`config.mk`:
```
export PLATFORM = sky130hd
export DESIGN_NAME = bram_mem2mem_copy
export DESIGN_NICKNAME = d
export VERILOG_FILES = /design/src/rtl/bram_mem2mem_copy.sv
export SDC_FILE = /design/constraint.sdc
export NUM_CORES = 1
export LEC_CHECK = 0
export CORE_AREA = 2 2 106 108
export DETAILED_ROUTE_END_ITERATION = 12
export DIE_AREA = 0 0 108 110
export PLACE_DENSITY_LB_ADDON = 0.25
export SLEW_MARGIN = 10
export SYNTH_ARGS = -nofsm -noshare
export SYNTH_HDL_FRONTEND = slang
export SYNTH_SLANG_ARGS = --single-unit
```
`constraint.sdc`:
```
create_clock -name sys_clk -period 4.3 [get_ports sys_clk]
set_input_delay 0.86 -clock sys_clk [delete_from_list [all_inputs] [get_ports sys_clk]]
set_output_delay 0.86 -clock sys_clk [all_outputs]
set_load 0.02 [all_outputs]
```
`src/rtl/bram_mem2mem_copy.sv`:
```
// Word-by-word copy from the RX BRAM (port B) into the TX BRAM (port B), driven by a
// GPIO control word; reads and writes overlap so one word moves per clock.
module bram_mem2mem_copy #(
   parameter int DEPTH_W = 11
) (
   input  logic        sys_clk,
   input  logic        sys_rst,
   input  logic [31:0] conf_reg_O,
   output logic [31:0] conf_reg_I,
   output logic        BRAM1_RX_Clk,
   output logic        BRAM1_RX_Rst,
   output logic        BRAM1_RX_EN,
   output logic [3:0]  BRAM1_RX_WEN,
   output logic [31:0] BRAM1_RX_Addr,
   output logic [31:0] BRAM1_RX_Dout,
   input  logic [31:0] BRAM1_RX_Din,
   output logic        BRAM0_TX_Clk,
   output logic        BRAM0_TX_Rst,
   output logic        BRAM0_TX_EN,
   output logic [3:0]  BRAM0_TX_WEN,
   output logic [31:0] BRAM0_TX_Addr,
   output logic [31:0] BRAM0_TX_Dout,
   input  logic [31:0] BRAM0_TX_Din
);

   localparam int CW      = DEPTH_W + 1;
   localparam int MAX_LEN = 1 << DEPTH_W;

   typedef enum logic [1:0] {IDLE, RUN, FLUSH} state_t;

   state_t             state, state_nxt;
   logic               start, clear, abort;
   logic [11:0]        len_in;
   logic               start_q, launch, len_ok, last_rd;
   logic               rd_en, wr_en, wr_valid;
   logic [DEPTH_W-1:0] rd_idx, wr_idx;
   logic [CW-1:0]      len_reg, wcnt;
   logic               done, err_len, aborted, busy;
   logic               unused_ok;

   assign start  = conf_reg_O[0];
   assign clear  = conf_reg_O[1];
   assign len_in = conf_reg_O[13:2];
   assign abort  = conf_reg_O[14];

   assign unused_ok = &{1'b0, BRAM0_TX_Din, conf_reg_O[31:15]};

   assign launch  = start & ~start_q;
   assign len_ok  = (len_in != 12'd0) && (int'(len_in) <= MAX_LEN);
   assign last_rd = ({1'b0, rd_idx} == (len_reg - CW'(1)));
   assign busy    = (state != IDLE);

   always_ff @(posedge sys_clk or posedge sys_rst) begin
      if (sys_rst) begin
         state <= IDLE;
      end else begin
         state <= state_nxt;
      end
   end

   // Abort gates the strobes combinationally so the cycle in which it is seen moves no data.
   always_comb begin
      state_nxt = state;
      rd_en     = 1'b0;
      wr_en     = 1'b0;
      case (state)
         IDLE: begin
            if (launch && len_ok) state_nxt = RUN;
         end
         RUN: begin
            if (abort) begin
               state_nxt = IDLE;
            end else begin
               rd_en = 1'b1;
               wr_en = wr_valid;
               if (last_rd) state_nxt = FLUSH;
            end
         end
         FLUSH: begin
            state_nxt = IDLE;
            wr_en     = wr_valid & ~abort;
         end
         default: state_nxt = IDLE;
      endcase
   end

   // Reset leaves start_q high so a start bit already high at release is not an edge.
   always_ff @(posedge sys_clk or posedge sys_rst) begin
      if (sys_rst) begin
         start_q  <= 1'b1;
         rd_idx   <= '0;
         wr_idx   <= '0;
         wr_valid <= 1'b0;
         wcnt     <= '0;
         len_reg  <= '0;
         done     <= 1'b0;
         err_len  <= 1'b0;
         aborted  <= 1'b0;
      end else begin
         start_q  <= start;
         wr_valid <= rd_en;
         wr_idx   <= rd_idx;
         if (rd_en) rd_idx <= rd_idx + DEPTH_W'(1);
         if (wr_en) wcnt <= wcnt + CW'(1);
         case (state)
            IDLE: begin
               if (launch) begin
                  if (len_ok) begin
                     len_reg <= CW'(len_in);
                     rd_idx  <= '0;
                     wcnt    <= '0;
                     done    <= 1'b0;
                     err_len <= 1'b0;
                     aborted <= 1'b0;
                  end else begin
                     err_len <= 1'b1;
                     done    <= 1'b1;
                  end
               end else if (clear) begin
                  done    <= 1'b0;
                  err_len <= 1'b0;
                  aborted <= 1'b0;
               end
            end
            RUN, FLUSH: begin
               if (abort) aborted <= 1'b1;
               else if (state == FLUSH) done <= 1'b1;
            end
            default: ;
         endcase
      end
   end

   assign conf_reg_I = {16'd0, 12'(wcnt), aborted, err_len, done, busy};

   assign BRAM1_RX_Clk  = sys_clk;
   assign BRAM1_RX_Rst  = sys_rst;
   assign BRAM1_RX_EN   = rd_en;
   assign BRAM1_RX_WEN  = 4'h0;
   assign BRAM1_RX_Addr = rd_en ? (32'(rd_idx) << 2) : 32'd0;
   assign BRAM1_RX_Dout = 32'd0;

   assign BRAM0_TX_Clk  = sys_clk;
   assign BRAM0_TX_Rst  = sys_rst;
   assign BRAM0_TX_EN   = wr_en;
   assign BRAM0_TX_WEN  = wr_en ? 4'hF : 4'h0;
   assign BRAM0_TX_Addr = wr_en ? (32'(wr_idx) << 2) : 32'd0;
   assign BRAM0_TX_Dout = wr_en ? BRAM1_RX_Din : 32'd0;

endmodule

```
==> flow_metrics.py <==
metrics = {
    "outcome": {
        "status": "completed",
    },
    "die": {
        "core_area_mm2": 0.0107,
        "die_area_mm2": 0.0119,
        "ios": 272,
        "rows": 38,
        "die_h_um": 110,
        "dieWidth_um": 108,
        "start_util_pct": 35.1,
    },
    "synth": {
        "synth-seq-area-share_pct": 35.3,
        "synth_seq_cells": 53,
        "synth-async-reset-ratio_pct": 100,
        "synth_ff_type": "dfrtp_1",
        "synth_edf_count": 0,
        "synth_area_leaders": "dfrtp_1 (35%), buf_4 (21%), and2_1 (9.0%)",
        "syn_area_mm2": 0.00376,
        "ys_types": 42,
        "synth_top_cell_by_area": "dfrtp_1",
        "netlist_instances": 408,
        "synth_top_area_share_pct": 34.6,
        "synth_warnings": 0,
        "synth_area_per_cell_um2": 9.22,
    },
    "timing": {
        "rsz0062_at_grt": "no",
        "hold_violations": 0,
        "slew_headroom_pct": 38.1,
        "worst_pin_slew_ns": 0.928,
        "setup_viol": 0,
        "slew_viol_final": 0,
        "tns_ns": 0,
        "skew_ns": 0.00323,
    },
    "place": {
        "io_buffer_count": 128,
        "dp.cells": 655,
        "dp.final_hpwl_um": 6740,
        "gp_congestion": 0.822,
        "placed_area_mm2": 0.00476,
    },
    "finish": {
        "final_layout_size_suffix_gt1_share_pct": 6.83,
        "layout.nets": 631,
        "design_area_mm2": 0.00492,
        "diodes": 0,
        "fin_cells": 667,
        "area_delta_synth_final_pct": 30.7,
        "utilization_pct": 46.0,
    },
    "clocking": {
        "insertion_delay_ns": 0.41,
        "cts_setup_buffers": 0,
        "cts_resized": 0,
        "clkSlewWorstSetupHoldPaths_ns": 0.10,
        "cts_tree": "yes",
        "hold_buffers": 0,
    },
    "detailed_routing": {
        "wl_per_cell_um": 12.8,
        "wl_um": 8570,
        "dr.pass1.iters": 4,
        "remaining_drc_errors": 0,
        "antenna_left": 0,
        "num_vias": 2789,
        "vias_per_cell": 4.18,
        "drt_iter0_drc": 105,
    },
    "global_routing": {
        "grt.overflow.total": 0,
        "grt_pass1_wl_um": 13100,
        "grt_pass1_vias": 2557,
        "grt_max_degree": 54,
        "grtUsageTotal_pct": 14.0,
        "antenna_found_initial": 0,
    },
    "hold_path": {
        "hp-class": "register to register",
    },
    "critical_path": {
        "crit_arrival_ns": 2.91,
        "crit_type": "clock port to output port",
        "crit_path_max_fanout": 2,
        "critPathCaptureType": "output port",
        "crit_path_start_kind": "clock port",
        "crit_required_ns": 3.44,
    },
    "power": {
        "p_leak_nw": 2.22,
        "power_density_mw_per_mm2": 377,
        "power.total_mw": 1.85,
        "irDropWorstVdd_v": 0.000387,
    },
    "flow_run": {
        "drv_cap": 0,
    },
}
-- critical path, stage by stage --
cell and delay (ns):
clkbuf_8 0.11, clkbuf_8 0.12, clkdlybuf4s50_1 0.52
-- power by group --
group	total [mW]	internal (mW)	switching, mW	leakage (nW)
logic	0.660	0.300	0.360	1.43
clock network	0.466	0.233	0.233	0.0872
registers	0.729	0.598	0.131	0.701
total	1.85	1.13	0.724	2.22
-- cell families (layout without fill, tap and decap cells) --
kind of cell	after synthesis	count (layout)	synth area share (%)
AND/OR/NAND/NOR	149	149	22.7
buffers and inverters	127	153	23.3
flip-flops	53	53	35.3
XOR/XNOR	34	34	7.92
AO/OA/AOI/OAI	23	23	4.26
multiplexers	14	14	4.06
adder cells (fa/ha/maj)	7	7	2.33
other	1	94	0.0997
-- metrics by stage --
stage                     hold slack [ns]  setup slack [ns]
after floorplan                     0.353              1.16
after global placement              0.482             0.671
after detailed placement            0.486             0.650
after CTS                           0.519             0.524
after global routing                0.541             0.508
final                               0.507             0.533
-- layer usage --
layer  track usage (%)  up-vias  share of wire, %
met2              25.8      109                53
met1              16.3     1311                39
met5                 0        -                 0
met4              4.12        0              0.79
met3              3.29        7               7.2
li1                  -     1362                 -
-- layout make-up --
class,count,area [um2]
repair buffers,131,1300
fillers,1052,5780
flip-flops and latches,53,1330
clock inverters,3,28.8
inverters,8,31.3
multi-input cells,321,1910
well taps,140,175
clock buffers,11,144
-- final timing paths --
kind / slack, ns / cells past startpoint / end / startpoint
worst max register to register: 2.01 / 6 / state[0] / len_reg[3]
worst min-delay path: 0.51 / 2 / err_len / err_len
min in group asynchronous: 1.05 / 2 / wr_idx[5] / sys_rst
max in group asynchronous: 2.70 / 2 / done / sys_rst
worst min register to register: 0.51 / 2 / err_len / err_len
worst max-delay path: 0.53 / 3 / BRAM1_RX_Clk / sys_clk
-- cells in the final DEF (no fill, tap or decap), types with 2 or more instances in the layout --
cell	instances
clkdlybuf4s50_1	128
conb_1	94
and2_1	54
dfrtp_1	52
nor2_1	25
xor2_1	22
nand3_1	14
xnor2_1	12
nand2_1	11
mux2_2	10
clkbuf_8	9
nor3_1	8
inv_1	7
o21ai_0	7
ha_1	7
a21oi_1	6
and3_1	6
nand4_1	6
nor2b_1	5
buf_4	5
nor4_1	4
mux2i_1	4
or3_1	3
nand2b_1	3
and2_0	2
a21o_1	2
a31oi_1	2
-- Yosys cell counts, types with 2 or more instances --
library cell and number:
buf_4 106, and2_1 54, dfrtp_1 52, nor2_1 25
xor2_1 22, nand3_1 14, xnor2_1 12, clkbuf_1 11
nand2_1 11, mux2_2 10, nor3_1 9, inv_1 8
ha_1 7, o21ai_0 7, a21oi_1 6, and3_1 6
nand4_1 6, nor2b_1 5, mux2i_1 4, nor4_1 4
nand2b_1 3, or3_1 3, a21o_1 2, a31oi_1 2
and2_0 2
No activity file was read; power rests on OpenSTA's default activity.
